**config.mk**
```make
export PLATFORM = sky130hd
export DESIGN_NAME = capture_frame_controller_flat
export DESIGN_NICKNAME = d
export VERILOG_FILES = /design/src/rtl/capture_frame_controller_if.sv /design/src/rtl/capture_frame_controller.sv /design/src/flat_wrapper.sv
export SDC_FILE = /design/constraint.sdc
export NUM_CORES = 1
export LEC_CHECK = 0
export CAP_MARGIN = 20
export CORE_UTILIZATION = 42
export CTS_CLUSTER_SIZE = 24
export DETAILED_ROUTE_END_ITERATION = 6
export GPL_TIMING_DRIVEN = 0
export PLACE_DENSITY = 0.67
export SYNTH_ARGS = -nofsm -noshare
export SYNTH_HDL_FRONTEND = slang
export SYNTH_SLANG_ARGS = --single-unit
```
**constraint.sdc**
```tcl
create_clock -name clk -period 2.6 [get_ports clk]
set_clock_uncertainty 0.1 [all_clocks]
set_input_delay 0.65 -clock clk [delete_from_list [all_inputs] [get_ports clk]]
set_output_delay 0.65 -clock clk [all_outputs]
set_load 0.01 [all_outputs]
```
**src/rtl/capture_frame_controller_if.sv**
```systemverilog
// Sample-stream, RAM-port and readout-stream signals of the frame capture controller.
// The controller connects as master and the surrounding fabric as slave.
interface capture_frame_controller_if #(
    parameter int DATA_WIDTH = 12,
    parameter int ADDR_WIDTH = 13
);
    logic                  in_valid;
    logic [DATA_WIDTH-1:0] in_data;
    logic                  mem_we;
    logic [ADDR_WIDTH-1:0] mem_addr;
    logic [DATA_WIDTH-1:0] mem_wdata;
    logic [DATA_WIDTH-1:0] mem_rdata;
    logic                  out_valid;
    logic [DATA_WIDTH-1:0] out_data;
    logic                  out_last;
    logic                  out_ready;

    modport master (
        input  in_valid, in_data, mem_rdata, out_ready,
        output mem_we, mem_addr, mem_wdata, out_valid, out_data, out_last
    );

    modport slave (
        output in_valid, in_data, mem_rdata, out_ready,
        input  mem_we, mem_addr, mem_wdata, out_valid, out_data, out_last
    );
endinterface

```
**src/rtl/capture_frame_controller.sv**
```systemverilog
// Captures one frame of ADC samples (optionally level-triggered) into a single-port RAM,
// then streams it back out with backpressure; the shared RAM port is split by state.
module capture_frame_controller #(
    parameter int DATA_WIDTH = 12,
    parameter int ADDR_WIDTH = 13
) (
    input  logic                  clk,
    input  logic                  reset_n,
    input  logic                  start,
    input  logic                  read_start,
    input  logic                  abort,
    input  logic                  trig_en,
    input  logic [DATA_WIDTH-1:0] trig_level,
    input  logic [ADDR_WIDTH-1:0] frame_len,
    capture_frame_controller_if.master bus,
    output logic                  busy,
    output logic                  frame_ready
);
    localparam int CW = ADDR_WIDTH + 1;

    typedef enum logic [2:0] {
        S_IDLE, S_ARMED, S_CAPTURE, S_READY, S_RD_ADDR, S_RD_WAIT, S_RD_OUT
    } state_t;

    state_t                r_state, w_next;
    logic [CW-1:0]         r_wrPtr, r_rdPtr, r_len;
    logic [DATA_WIDTH-1:0] r_trigLevel, r_prev;
    logic                  r_histValid;
    logic                  r_memWe;
    logic [ADDR_WIDTH-1:0] r_wrAddr;
    logic [DATA_WIDTH-1:0] r_memWdata;
    logic                  r_outValid, r_outLast;
    logic [DATA_WIDTH-1:0] r_outData;

    logic          w_startOk, w_trigger, w_capAccept, w_writeNow, w_lastWrite;
    logic          w_rdLast, w_rdAccept, w_readGo;
    logic [CW-1:0] w_lenFull;

    // A zero length encodes a full-depth frame, hence the extra counter bit.
    assign w_lenFull   = (frame_len == '0) ? {1'b1, {ADDR_WIDTH{1'b0}}} : {1'b0, frame_len};
    assign w_startOk   = start && (r_state == S_IDLE || r_state == S_READY);
    assign w_trigger   = (r_state == S_ARMED) && bus.in_valid && r_histValid &&
                         (r_prev < r_trigLevel) && (bus.in_data >= r_trigLevel);
    assign w_capAccept = (r_state == S_CAPTURE) && bus.in_valid;
    assign w_writeNow  = w_trigger || w_capAccept;
    assign w_lastWrite = (r_wrPtr == r_len - 1'b1);
    assign w_rdLast    = (r_rdPtr == r_len - 1'b1);
    assign w_rdAccept  = (r_state == S_RD_OUT) && bus.out_ready;
    assign w_readGo    = (r_state == S_READY) && read_start && !start;

    always_ff @(posedge clk or negedge reset_n) begin
        if (!reset_n) r_state <= S_IDLE;
        else          r_state <= w_next;
    end

    always_comb begin
        w_next = r_state;
        if (abort) begin
            w_next = S_IDLE;
        end else begin
            case (r_state)
                S_IDLE:    if (start) w_next = trig_en ? S_ARMED : S_CAPTURE;
                S_ARMED:   if (w_trigger) w_next = w_lastWrite ? S_READY : S_CAPTURE;
                S_CAPTURE: if (w_capAccept && w_lastWrite) w_next = S_READY;
                S_READY: begin
                    if (start)           w_next = trig_en ? S_ARMED : S_CAPTURE;
                    else if (read_start) w_next = S_RD_ADDR;
                end
                S_RD_ADDR: w_next = S_RD_WAIT;
                S_RD_WAIT: w_next = S_RD_OUT;
                S_RD_OUT:  if (bus.out_ready) w_next = r_outLast ? S_IDLE : S_RD_ADDR;
                default:   w_next = S_IDLE;
            endcase
        end
    end

    // Abort leaves r_memWe at its cleared default, which cancels any pending write.
    always_ff @(posedge clk or negedge reset_n) begin
        if (!reset_n) begin
            r_wrPtr     <= '0;
            r_rdPtr     <= '0;
            r_len       <= '0;
            r_trigLevel <= '0;
            r_prev      <= '0;
            r_histValid <= 1'b0;
            r_memWe     <= 1'b0;
            r_wrAddr    <= '0;
            r_memWdata  <= '0;
            r_outValid  <= 1'b0;
            r_outLast   <= 1'b0;
            r_outData   <= '0;
        end else begin
            r_memWe <= 1'b0;
            if (abort) begin
                r_outValid <= 1'b0;
                r_outLast  <= 1'b0;
            end else begin
                if (w_startOk) begin
                    r_len       <= w_lenFull;
                    r_trigLevel <= trig_level;
                    r_histValid <= 1'b0;
                    r_wrPtr     <= '0;
                end
                if (r_state == S_ARMED && bus.in_valid) begin
                    r_prev      <= bus.in_data;
                    r_histValid <= 1'b1;
                end
                if (w_writeNow) begin
                    r_memWe    <= 1'b1;
                    r_wrAddr   <= r_wrPtr[ADDR_WIDTH-1:0];
                    r_memWdata <= bus.in_data;
                    r_wrPtr    <= r_wrPtr + 1'b1;
                end
                if (w_readGo) r_rdPtr <= '0;
                if (r_state == S_RD_WAIT) begin
                    r_outData  <= bus.mem_rdata;
                    r_outValid <= 1'b1;
                    r_outLast  <= w_rdLast;
                end
                if (w_rdAccept) begin
                    r_outValid <= 1'b0;
                    r_outLast  <= 1'b0;
                    r_rdPtr    <= r_rdPtr + 1'b1;
                end
            end
        end
    end

    assign bus.mem_we    = r_memWe;
    assign bus.mem_addr  = (r_state == S_RD_ADDR) ? r_rdPtr[ADDR_WIDTH-1:0] : r_wrAddr;
    assign bus.mem_wdata = r_memWdata;
    assign bus.out_valid = r_outValid;
    assign bus.out_data  = r_outData;
    assign bus.out_last  = r_outLast;
    assign busy          = (r_state == S_ARMED) || (r_state == S_CAPTURE) ||
                           (r_state == S_RD_ADDR) || (r_state == S_RD_WAIT) ||
                           (r_state == S_RD_OUT);
    assign frame_ready   = (r_state == S_READY);
endmodule

```
**src/flat_wrapper.sv**
```systemverilog
// flat-port wrapper written by rule: the top's interface ports become plain ports
module capture_frame_controller_flat 
#(
    parameter int DATA_WIDTH = 12,
    parameter int ADDR_WIDTH = 13
)
  (clk, reset_n, start, read_start, abort, trig_en, trig_level, frame_len, busy, frame_ready, bus_in_valid, bus_in_data, bus_mem_rdata, bus_out_ready, bus_mem_we, bus_mem_addr, bus_mem_wdata, bus_out_valid, bus_out_data, bus_out_last);
  capture_frame_controller_if #(.DATA_WIDTH(DATA_WIDTH), .ADDR_WIDTH(ADDR_WIDTH)) bus_i ();
  input  logic clk;
  input  logic reset_n;
  input  logic start;
  input  logic read_start;
  input  logic abort;
  input  logic trig_en;
  input  logic [DATA_WIDTH-1:0] trig_level;
  input  logic [ADDR_WIDTH-1:0] frame_len;
  output logic busy;
  output logic frame_ready;
  input wire logic [$bits(bus_i.in_valid)-1:0] bus_in_valid;
  input wire logic [$bits(bus_i.in_data)-1:0] bus_in_data;
  input wire logic [$bits(bus_i.mem_rdata)-1:0] bus_mem_rdata;
  input wire logic [$bits(bus_i.out_ready)-1:0] bus_out_ready;
  output wire logic [$bits(bus_i.mem_we)-1:0] bus_mem_we;
  output wire logic [$bits(bus_i.mem_addr)-1:0] bus_mem_addr;
  output wire logic [$bits(bus_i.mem_wdata)-1:0] bus_mem_wdata;
  output wire logic [$bits(bus_i.out_valid)-1:0] bus_out_valid;
  output wire logic [$bits(bus_i.out_data)-1:0] bus_out_data;
  output wire logic [$bits(bus_i.out_last)-1:0] bus_out_last;
  assign bus_i.in_valid = bus_in_valid;
  assign bus_i.in_data = bus_in_data;
  assign bus_i.mem_rdata = bus_mem_rdata;
  assign bus_i.out_ready = bus_out_ready;
  assign bus_mem_we = bus_i.mem_we;
  assign bus_mem_addr = bus_i.mem_addr;
  assign bus_mem_wdata = bus_i.mem_wdata;
  assign bus_out_valid = bus_i.out_valid;
  assign bus_out_data = bus_i.out_data;
  assign bus_out_last = bus_i.out_last;
  capture_frame_controller #(.DATA_WIDTH(DATA_WIDTH), .ADDR_WIDTH(ADDR_WIDTH)) u_core (.clk(clk), .reset_n(reset_n), .start(start), .read_start(read_start), .abort(abort), .trig_en(trig_en), .trig_level(trig_level), .frame_len(frame_len), .bus(bus_i), .busy(busy), .frame_ready(frame_ready));
endmodule
```
-- Word-level counts from Yosys, hierarchy flattened
Cells that the tools add are included.
- register bits: 110
- word-level logic and storage cells: 90
- add/sub/neg operators: 3
- order comparisons: 2
- equal/unequal tests: 13
- multiplexer cells: 27
- bitwise gates (word level): 1
- reductions and logical operators: 31
- operators by type and width (operator ; number):
    $mux 14 ; 5
    $add 14x1->14 const B ; 2
    $eq 14x14->1 ; 2
    $mux 3 ; 8
    $pmux 3 s7 ; 1
    $reduce_and 2->1 ; 7
    $sub 14x1->14 const B ; 1
    $logic_not 13->1 ; 1
    $mux 13 ; 1
    $ge 12x12->1 ; 1
    $lt 12x12->1 ; 1
    $mux 1 ; 11
    $logic_and 1x1->1 ; 10
    $eq 3x3->1 const B ; 3
    $ne 3x3->1 const B ; 3
    $eq 3x2->1 const B ; 2
    $logic_or 1x1->1 ; 6
    $reduce_bool 2->1 ; 3
    $reduce_and 5->1 ; 1
    $ne 4x4->1 const B ; 1
    $eq 3x1->1 const B ; 1
    $logic_not 3->1 ; 1
    $ne 3x2->1 const B ; 1
    $reduce_bool 3->1 ; 1
    3 further kinds ; 3

-- Logic depth before layout (Yosys ltp)
Gate-level depths: netlist (run 1).
- depth in word-level cells: 8
- depth in mapped cells: 11
- gate-level depth less buffers: 9

-- Worst setup path before layout (run 1)
Ideal clock, no wire load.
- kind: in2reg
- start point: input bus_in_data[0]
- end point: register u_core.r_memWdata[0] (netlist: u_core.bus.mem_wdata[0])
- library setup time: 125 ps
- data arrival time: 2730 ps
- required time: 2375 ps
- path slack: -355 ps
- cell stages on the path: 11
- buffers on the path: 2
- path through: inv_1 ha_1 nand2b_1 a2111oi_0 nor3_1 nor4_1 o21ai_1 nor2b_1 buf_2 buf_2 mux2_2
- longest elaborated chain between the ends: 4
- RTL lines (element ; line ; RTL):
    from (decl) ; flat_wrapper.sv:20 ; input wire logic [$bits(bus_i.in_data)-1:0] bus_in_data;
    $ge 12x12->1 ; capture_frame_controller.sv:43 ; (r_prev < r_trigLevel) && (bus.in_data >= r_trigLevel);
    $logic_and 1x1->1 ; capture_frame_controller.sv:43 ;
    $logic_or 1x1->1 ; capture_frame_controller.sv:45 ; assign w_writeNow = w_trigger || w_capAccept;
    $reduce_and 2->1 (no line) ; n/a ;
    to (signal assigned) ; capture_frame_controller.sv:111 ; r_memWdata <= bus.in_data;
    to (decl) ; capture_frame_controller.sv:31 ; logic [DATA_WIDTH-1:0] r_memWdata;
Parallel ways exist; a longest one is shown, timed or not.
A chain may end at the register's enable or synchronous reset.

-- Worst setup path after layout (run 1)
- start point: register u_core.r_len[1]
- end point: register u_core.r_state[0]
- longest elaborated chain between the ends: 6
- elaborated cells between the ends (all ways): 9
- RTL lines (element ; line ; RTL):
    from (decl) ; capture_frame_controller.sv:26 ; logic [CW-1:0] r_wrPtr, r_rdPtr, r_len;
    from (signal assigned) ; capture_frame_controller.sv:99 ; r_len <= w_lenFull;
    $sub 14x1->14 (*) ; capture_frame_controller.sv:46 ; assign w_lastWrite = (r_wrPtr == r_len - 1'b1);
    $eq 14x14->1 (*) ; capture_frame_controller.sv:46 ;
    $mux 1 ; capture_frame_controller.sv:63 ; S_ARMED: if (w_trigger) w_next = w_lastWrite ? S_READY : S_CAPTURE;
    $mux 3 ; capture_frame_controller.sv:63 ;
    $pmux 3 s7 ; capture_frame_controller.sv:61 ; case (r_state)
    $mux 3 ; capture_frame_controller.sv:58 ; if (abort) begin
    to (signal assigned) ; capture_frame_controller.sv:53 ; else r_state <= w_next;
    to (decl) ; capture_frame_controller.sv:25 ; state_t r_state, w_next;
Mark *: on every way between the ends. The rest lies on a longest branch, timed or not. The select of a mux whose other input is x is not followed.

==> results of run 1 <==
==> per-layer routing <==
layer  vias to the layer above  part of all wire  GRT usage
li1                       2538                 -          -
met5                         -                 0          0
met4                         0             0.023     0.0879
met2                       129              0.49      0.384
met1                      2687              0.44      0.280
met3                        24             0.050     0.0561
==> area by class of cell <==
cell class                 count  area, um2  area share
multi-input combinational    443       3850       0.433
sequential                   110       2760       0.310
timing repair buffer         134       1360       0.153
buffer                        36        282      0.0316
tap                          184        230      0.0259
clock buffer                   9        225      0.0253
inverter                      24        103      0.0115
clock inverter                 7       86.3     0.00970
antenna                        1       2.50    0.000281
==> worst max-delay path: cells and delay by family (launching register included) <==
family,cells,cell delay (ns)
and+or+nand+nor,3,1.13
muxes,1,0.33
DFF,1,0.44
AOI/OAI and AO/OA,3,0.66
==> worst max path at each step <==
stage,from,endpoint,slack (ns),cells past startpoint
after floorplan,bus_in_data[0],u_core.bus.mem_wdata[0],-0.14,11
after global routing,u_core.r_len[1],u_core.r_state[0],-0.25,7
after global placement,reset_n,u_core.bus.mem_wdata[8],-3.47,1
after CTS,u_core.r_len[2],u_core.r_state[0],-0.29,8
final,u_core.r_len[1],u_core.r_state[0],-0.17,7
after detailed placement,bus_in_data[0],u_core.bus.mem_wdata[0],-1.30,12
==> metrics by stage <==
| step | utilization | TNS [ns] | hold WS (ns) |
|---|---|---|---|
| 3_3_place_gp | 0.527 | -460.24 | 0.362 |
| 3_5_place_dp | 0.529 | -74.57 | 0.369 |
| 2_1_floorplan | - | -2.27 | 0.254 |
| 5_1_grt | 0.603 | -3.06 | 0.314 |
| 6_report | 0.603 | -0.728 | 0.237 |
| 4_1_cts | 0.582 | -1.08 | 0.265 |
==> state kept, by name, indices dropped and copies added, names as in the netlist <==
| name | cells |
|---|---|
| u_core.r_len | 14 |
| u_core.r_rdPtr | 14 |
| u_core.r_wrPtr | 14 |
| u_core.r_wrAddr | 13 |
| u_core.bus.mem_wdata | 12 |
| u_core.bus.out_data | 12 |
| u_core.r_prev | 12 |
| u_core.r_trigLevel | 12 |
| u_core.r_state | 3 |
| u_core.bus.mem_we | 1 |
| u_core.bus.out_last | 1 |
| u_core.bus.out_valid | 1 |
| u_core.r_histValid | 1 |
==> synth_stat cells (5+ instances only) <==
library cell,n,share of area
xnor2_1,22,0.030
nor2_1,33,0.019
nand2_1,40,0.023
a31oi_1,6,0.0058
nand2b_1,12,0.012
a211oi_1,6,0.0070
clkbuf_1,36,0.021
and3_1,14,0.014
o21ai_0,21,0.016
mux2_2,88,0.15
a22o_1,6,0.0082
and2_1,5,0.0049
nand3_1,14,0.011
or3_1,9,0.0087
a211o_1,9,0.012
or4_1,5,0.0058
inv_1,24,0.014
nand4_1,6,0.0058
nor3_1,12,0.0093
nor2b_1,6,0.0058
xor2_1,13,0.018
dfrtp_1,110,0.43
ha_1,26,0.050
nor4b_1,9,0.012
a21oi_1,16,0.012
nor4_1,8,0.0078
==> kinds of logic (layout without fill, tap and decap cells) <==
kind of cell	after synthesis	count (layout)	synth area share
other	0	1	0
DFF	110	110	0.427
xor gates and xnor gates	35	35	0.0476
adders and majority gates	26	26	0.0505
buffers and inverters	67	210	0.0425
AOI/OAI and AO/OA	103	103	0.114
muxes	89	89	0.155
and+or+nand+nor	190	190	0.163
==> what timing repair did <==
action | 4_1_cts | 5_1_grt
setup endpoints to repair | 86 | 66
cloned | 1 | 2
pin swaps | 17 | 17
hold buffers | 0 | 0
resized for setup | 175 | 63
setup buffers | 25 | 6
==> power by group through the flow <==
stage	registers, mW	clock network (mW)	logic (mW)
finish	2.49	1.46	3.13
global route	2.55	1.58	3.40
CTS	2.44	1.51	2.91
detailed placement	2.45	0	2.64
global placement	2.43	0	2.56
floorplan	2.42	0	1.77
==> key figures, run 1 <==
Run status
  • Status: complete, but fails checks
  • Violated checks: setup timing

STA
  • RSZ-0062 raised after global routing: true
  • Worst Max-Slew Pin Slew: roughly 0.75 ns
  • Final setup viols: 19
  • Crit share post-route: 1.06
  • Fmax: 361 MHz
  • Hold Violations, Final: 0
  • Clock period minus worst slack: 2.77 ns
  • Final worst setup slack: -0.168 ns
  • Pins Over Slew Limit: 0
  • Max-slew headroom: 0.498

Synthesis
  • Yosys warnings: 0
  • Avg Inst Size Synth: 10.4 um2
  • Number of flops mapped to enable cells by yosys: 0
  • Cells after Synth: 620
  • Fraction of the yosys area taken by sequential cells: 0.427
  • Synth Cell Area: 0.00644 mm2
  • Asr flop ratio synth: 1.00
  • Netlist cell types: 68
  • Syn_nets: 703
  • Yosys reg bits: 110
  • Main synth FF type: dfrtp_1

Detailed routing
  • DRT Wirelength: 17,400 um
  • Total via count in the routed design: about 5,400
  • Vias per cell: 5.67
  • Drt drc: 0
  • DR pass1 iterations: 4
  • Antenna-violating nets left: 0
  • Routed wire per std cell: between 15 and 20 um
  • DR iter-0 viols: 277

Global route
  • Global route total overflow: 0
  • GRT Resource Usage Total: 0.227
  • Initial antenna violation count: 1
  • Vias in the first global route: 5,474
  • Largest net degree at the start of global routing: 57
  • First-pass GRT wire length: 28,200 um

Power
  • Sw Ratio: 0.357
  • Pint: 4.55 mW
  • Power Dens Cells: 796 mW/mm2
  • Max VDD drop: 0.697 mV
  • Switching pwr: 2.53 mW
  • Sequential share of power: 0.352
  • Total power: 7.08 mW
  • Static Leakage: around 3.9 nW
  • Clock share of power: 0.207
  • Combinational Power Share: 0.442

Setup path
  • Slowest CP cell: or4_4
  • CP cell instances: or4_4 -> nor4_4 -> mux2_4 -> a41o_1 -> nor4_2 -> a31oi_1 -> o32ai_2
  • Worst-path fanout max: 4
  • CP max stage delay: between 0.5 and 0.6 ns
  • FF-to-FF path depth: 7
  • R2r endpoint: u_core.r_state[0]
  • Flop-to-flop setup slack: -0.17 ns
  • CP arrival: 2.94 ns
  • Critical Path Source Type: flop
  • CP endpoint kind: flop
  • Critical R2R Launch: u_core.r_len[1]
  • WS Path Type: flop to flop
  • Worst Path Required: 2.77 ns

Clocking
  • CTS clk-pin slew, worst paths: 0.08 ns
  • Clk buf depth: 2
  • Clock buffer count from CTS: 9
  • CTS sink count: 110
  • # H-tree levels: 3
  • Root Buffer: clkbuf_16
  • CTS tree: built
  • Clock latency on the worst-skew pair: 0.36 ns

Final layout
  • Fin area: slightly below 0.009 mm2
  • Layout cells sized above 1: 0.326
  • Finished Layout Cells: 948
  • Nets: approximately 840
  • Commonest non-fill, non-tap cell in the layout: dfrtp_1
  • Most frequent cells in the layout: dfrtp_1 (105), mux2_2 (74), clkdlybuf4s50_1 (68)
  • Area grow syn2layout: 38.1%
  • Filler Cell Count: 1,251

Floorplanning
  • Effective utilization at floorplan: 0.437
  • # IOs: 99
  • Die area: 0.0158 mm2
  • Die W: 126 um
  • Core outline area: 0.0148 mm2
  • Rows: 44
  • Vert. Die Dim: 126 um

Placement
  • DP Cell Count: 904
  • Gp weighted congestion: about 0.9
  • Post-Place Setup Slack: -1.30 ns
  • I/O Buffers: 98
  • HPWL Detailed: 12,300 um
  • Placed instance area: 0.00780 mm2

Job
  • Max_cap viols: 0

Min path
  • Worst Hold Class: input port to async pin
(Power assumes the default switching activity.)
==> run 2: changes to the inputs <==
Settings changed: CTS_BUF_LIST set to sky130_fd_sc_hd__clkbuf_8, PLACE_DENSITY 0.67 to not set.
Clock period 2.6 ns to 3.26 ns, I/O delays scaled along.
==> key figures, run 2 (synthesized netlist as in run 1, its figures left out) <==
Run status
  • Status: finished, final reports clean

Setup path
  • Setup crit end: u_core.bus.out_last
  • FF-to-FF path depth: 9 (+2)
  • CP cell instances: inv_1 -> ha_1 -> nand2b_1 -> or3b_2 -> a2111oi_1 -> nand3_1 -> nor4_1 -> nand4_1 -> a21oi_1
  • Worst-path fanout max: 8 (+4)
  • Stages on worst setup path: 9 (+2)
  • WS Path Type: flop to flop
  • Critical Path Source Type: flop
  • R2r endpoint: u_core.bus.out_last
  • CP endpoint kind: flop
  • Crit-path leading delay family: simple AND/OR/NAND/NOR gates
  • CP bufs+invs: 1 (+1)
  • Flop-to-flop setup slack: 0.11 ns (+0.28 ns)
  • CP max stage delay: 0.66 ns (+0.08 ns)
  • Worst Path Required: 3.48 ns (+0.71 ns)
  • Critical R2R Launch: u_core.r_len[0]
  • Slowest CP cell: a2111oi_1
  • CP arrival: 3.37 ns (+0.43 ns)
  • Worst Setup SP: u_core.r_len[0]

Final layout
  • Fin area: 0.00812 mm2 (-8.7%)
  • Area grow syn2layout: 26.1%
  • Commonest non-fill, non-tap cell in the layout: dfrtp_1
  • Nets: 816 (-3.0%)
  • Finished Layout Cells: 922 (-2.7%)
  • Top flop regs: u_core.r_len (14), u_core.r_rdPtr (14), u_core.r_wrPtr (14)
  • Layout cells sized above 1: 0.199 (-0.127)
  • Final Core Density: 0.550 (-0.0526)
  • Inserted Diodes: 0 (-1)
  • Most frequent cells in the layout: dfrtp_1 (108), clkdlybuf4s50_1 (97), mux2_2 (88)

Placement
  • HPWL Detailed: 12,600 um (+2.3%)
  • Placed instance area: 0.00769 mm2 (-1.5%)
  • DP Cell Count: 904 (unchanged)
  • I/O Buffers: 98 (unchanged)
  • Gp weighted congestion: 0.892 (-0.36%)

Floorplanning
  • Effective utilization at floorplan: 0.437 (unchanged)
  • Core outline area: 0.0148 mm2 (unchanged)
  • Die W: 126 um (unchanged)
  • # IOs: 99 (unchanged)
  • Die area: 0.0158 mm2 (unchanged)
  • Rows: 44 (unchanged)
  • Vert. Die Dim: 126 um (unchanged)

Detailed routing
  • DR pass1 iterations: 5 (+1)
  • Antenna-violating nets left: 0 (unchanged)
  • Routed wire per std cell: 18.2 um (-0.76%)
  • Total via count in the routed design: 5,243 (-2.5%)
  • Top sig layer: met4
  • Vias per cell: 5.69 (+0.24%)
  • Drt drc: 0 (unchanged)
  • Met2 wire length: 7930 um (-7.2%)
  • Routed wl met3: 881 um (+1.4%)
  • DR iter-0 viols: 225 (-19%)
  • Wl on met1: 7320 um (-3.2%)
  • DRT Wirelength: 16,800 um (-3.5%)

Power
  • Max VDD drop: 0.513 mV (-26%)
  • Static Leakage: 3.52 nW (-9.2%)
  • Power Dens Cells: 623 mW/mm2 (-22%)

Global route
  • Vias in the first global route: 5,423 (-0.93%)
  • Global route total overflow: 0 (unchanged)
  • GRT Resource Usage Total: 0.223 (-0.00406)
  • Largest net degree at the start of global routing: 76 (+33%)
  • Initial antenna violation count: 0 (-1)
  • First-pass GRT wire length: 27,500 um (-2.3%)

Clocking
  • Clk buf depth: 2 (unchanged)
  • CTS sink count: 110 (unchanged)
  • Root Buffer: clkbuf_8
  • Clock latency on the worst-skew pair: 0.40 ns (+0.04 ns)
  • CTS tree: built
  • CTS clk-pin slew, worst paths: 0.11 ns (+0.03 ns)
  • # H-tree levels: 3 (unchanged)
  • Clock buffer count from CTS: 9 (unchanged)

STA
  • Fmax: 317 MHz (-12%)
  • Clock period minus worst slack: 3.15 ns (+0.384 ns)
  • Worst Max-Slew Pin Slew: 0.651 ns (-0.103 ns)
  • Pins Over Slew Limit: 0 (unchanged)
  • RSZ-0062 raised after global routing: false
  • Crit share post-route: 0.967 (-0.0976)
  • TNS Setup: 0 ns (+0.728 ns)
  • Max-slew headroom: 0.565 (+0.0675)
  • Hold Violations, Final: 0 (unchanged)
  • Final hold slack: 0.199 ns (-0.0385 ns)
  • Final setup viols: 0 (-19)

Job
  • Max_cap viols: 0 (unchanged)

Min path
  • Worst Hold Class: input port to async pin
==> run 2: final cells by class <==
class	count	area, um2
Tap cell	184	230
Multi-Input combinational cell	443	3530
Sequential cell	110	2760
Clock buffer	10	138
Timing Repair Buffer	106	1060
Clock inverter	6	104
Inverter	24	90.1
Buffer	39	213
Fill cell	1350	6630
==> run 2: report_power, final <==
| part | switching (mW) | internal [mW] |
|---|---|---|
| clock | 0.511 | 0.468 |
| sequential | 0.225 | 1.69 |
| combinational | 1.07 | 1.09 |
| total | 1.81 | 3.25 |
==> run 2: per-stage QoR <==
| step | setup WS [ns] | power [mW] |
|---|---|---|
| finish | 0.108 | 5.06 |
| floorplan | 0.140 | 3.25 |
| global placement | -3.15 | 3.92 |
| global route | 0.0193 | 5.40 |
| CTS | 0.00218 | 5.09 |
| detailed placement | -1.28 | 3.98 |
==> run 2: how the worst min path moves through the flow <==
stage,from,to,slack [ns],depth (start not counted)
floorplan,u_core.r_histValid,u_core.r_histValid,0.34,2
global placement,u_core.r_histValid,u_core.r_histValid,0.36,2
detailed placement,u_core.r_histValid,u_core.r_histValid,0.37,2
CTS,reset_n,u_core.r_rdPtr[13],0.19,1
global route,reset_n,u_core.r_rdPtr[13],0.21,1
finish,reset_n,u_core.r_rdPtr[13],0.20,1
==> run 2: what timing repair did <==
action	4_1_cts	5_1_grt
buffers inserted	5	1
pin swaps	3	3
hold buffers	0	0
resized for setup	32	18
endpoints found under the setup margin	56	38
gates cloned	0	0
==> run 2: worst register-to-register path, stage by stage (launching register included) <==
cell       delay [ns]
dfrtp_1          0.49
inv_1            0.10
ha_1             0.30
nand2b_1         0.14
or3b_2           0.45
a2111oi_1        0.66
nand3_1          0.15
nor4_1           0.28
nand4_1          0.23
a21oi_1          0.19
==> run 2: per-layer routing <==
layer / track usage / vias up
met2: 0.361 / 152
met3: 0.0540 / 41
li1: - / 2481
met1: 0.277 / 2569
met4: 0.116 / 0
met5: 0 / -
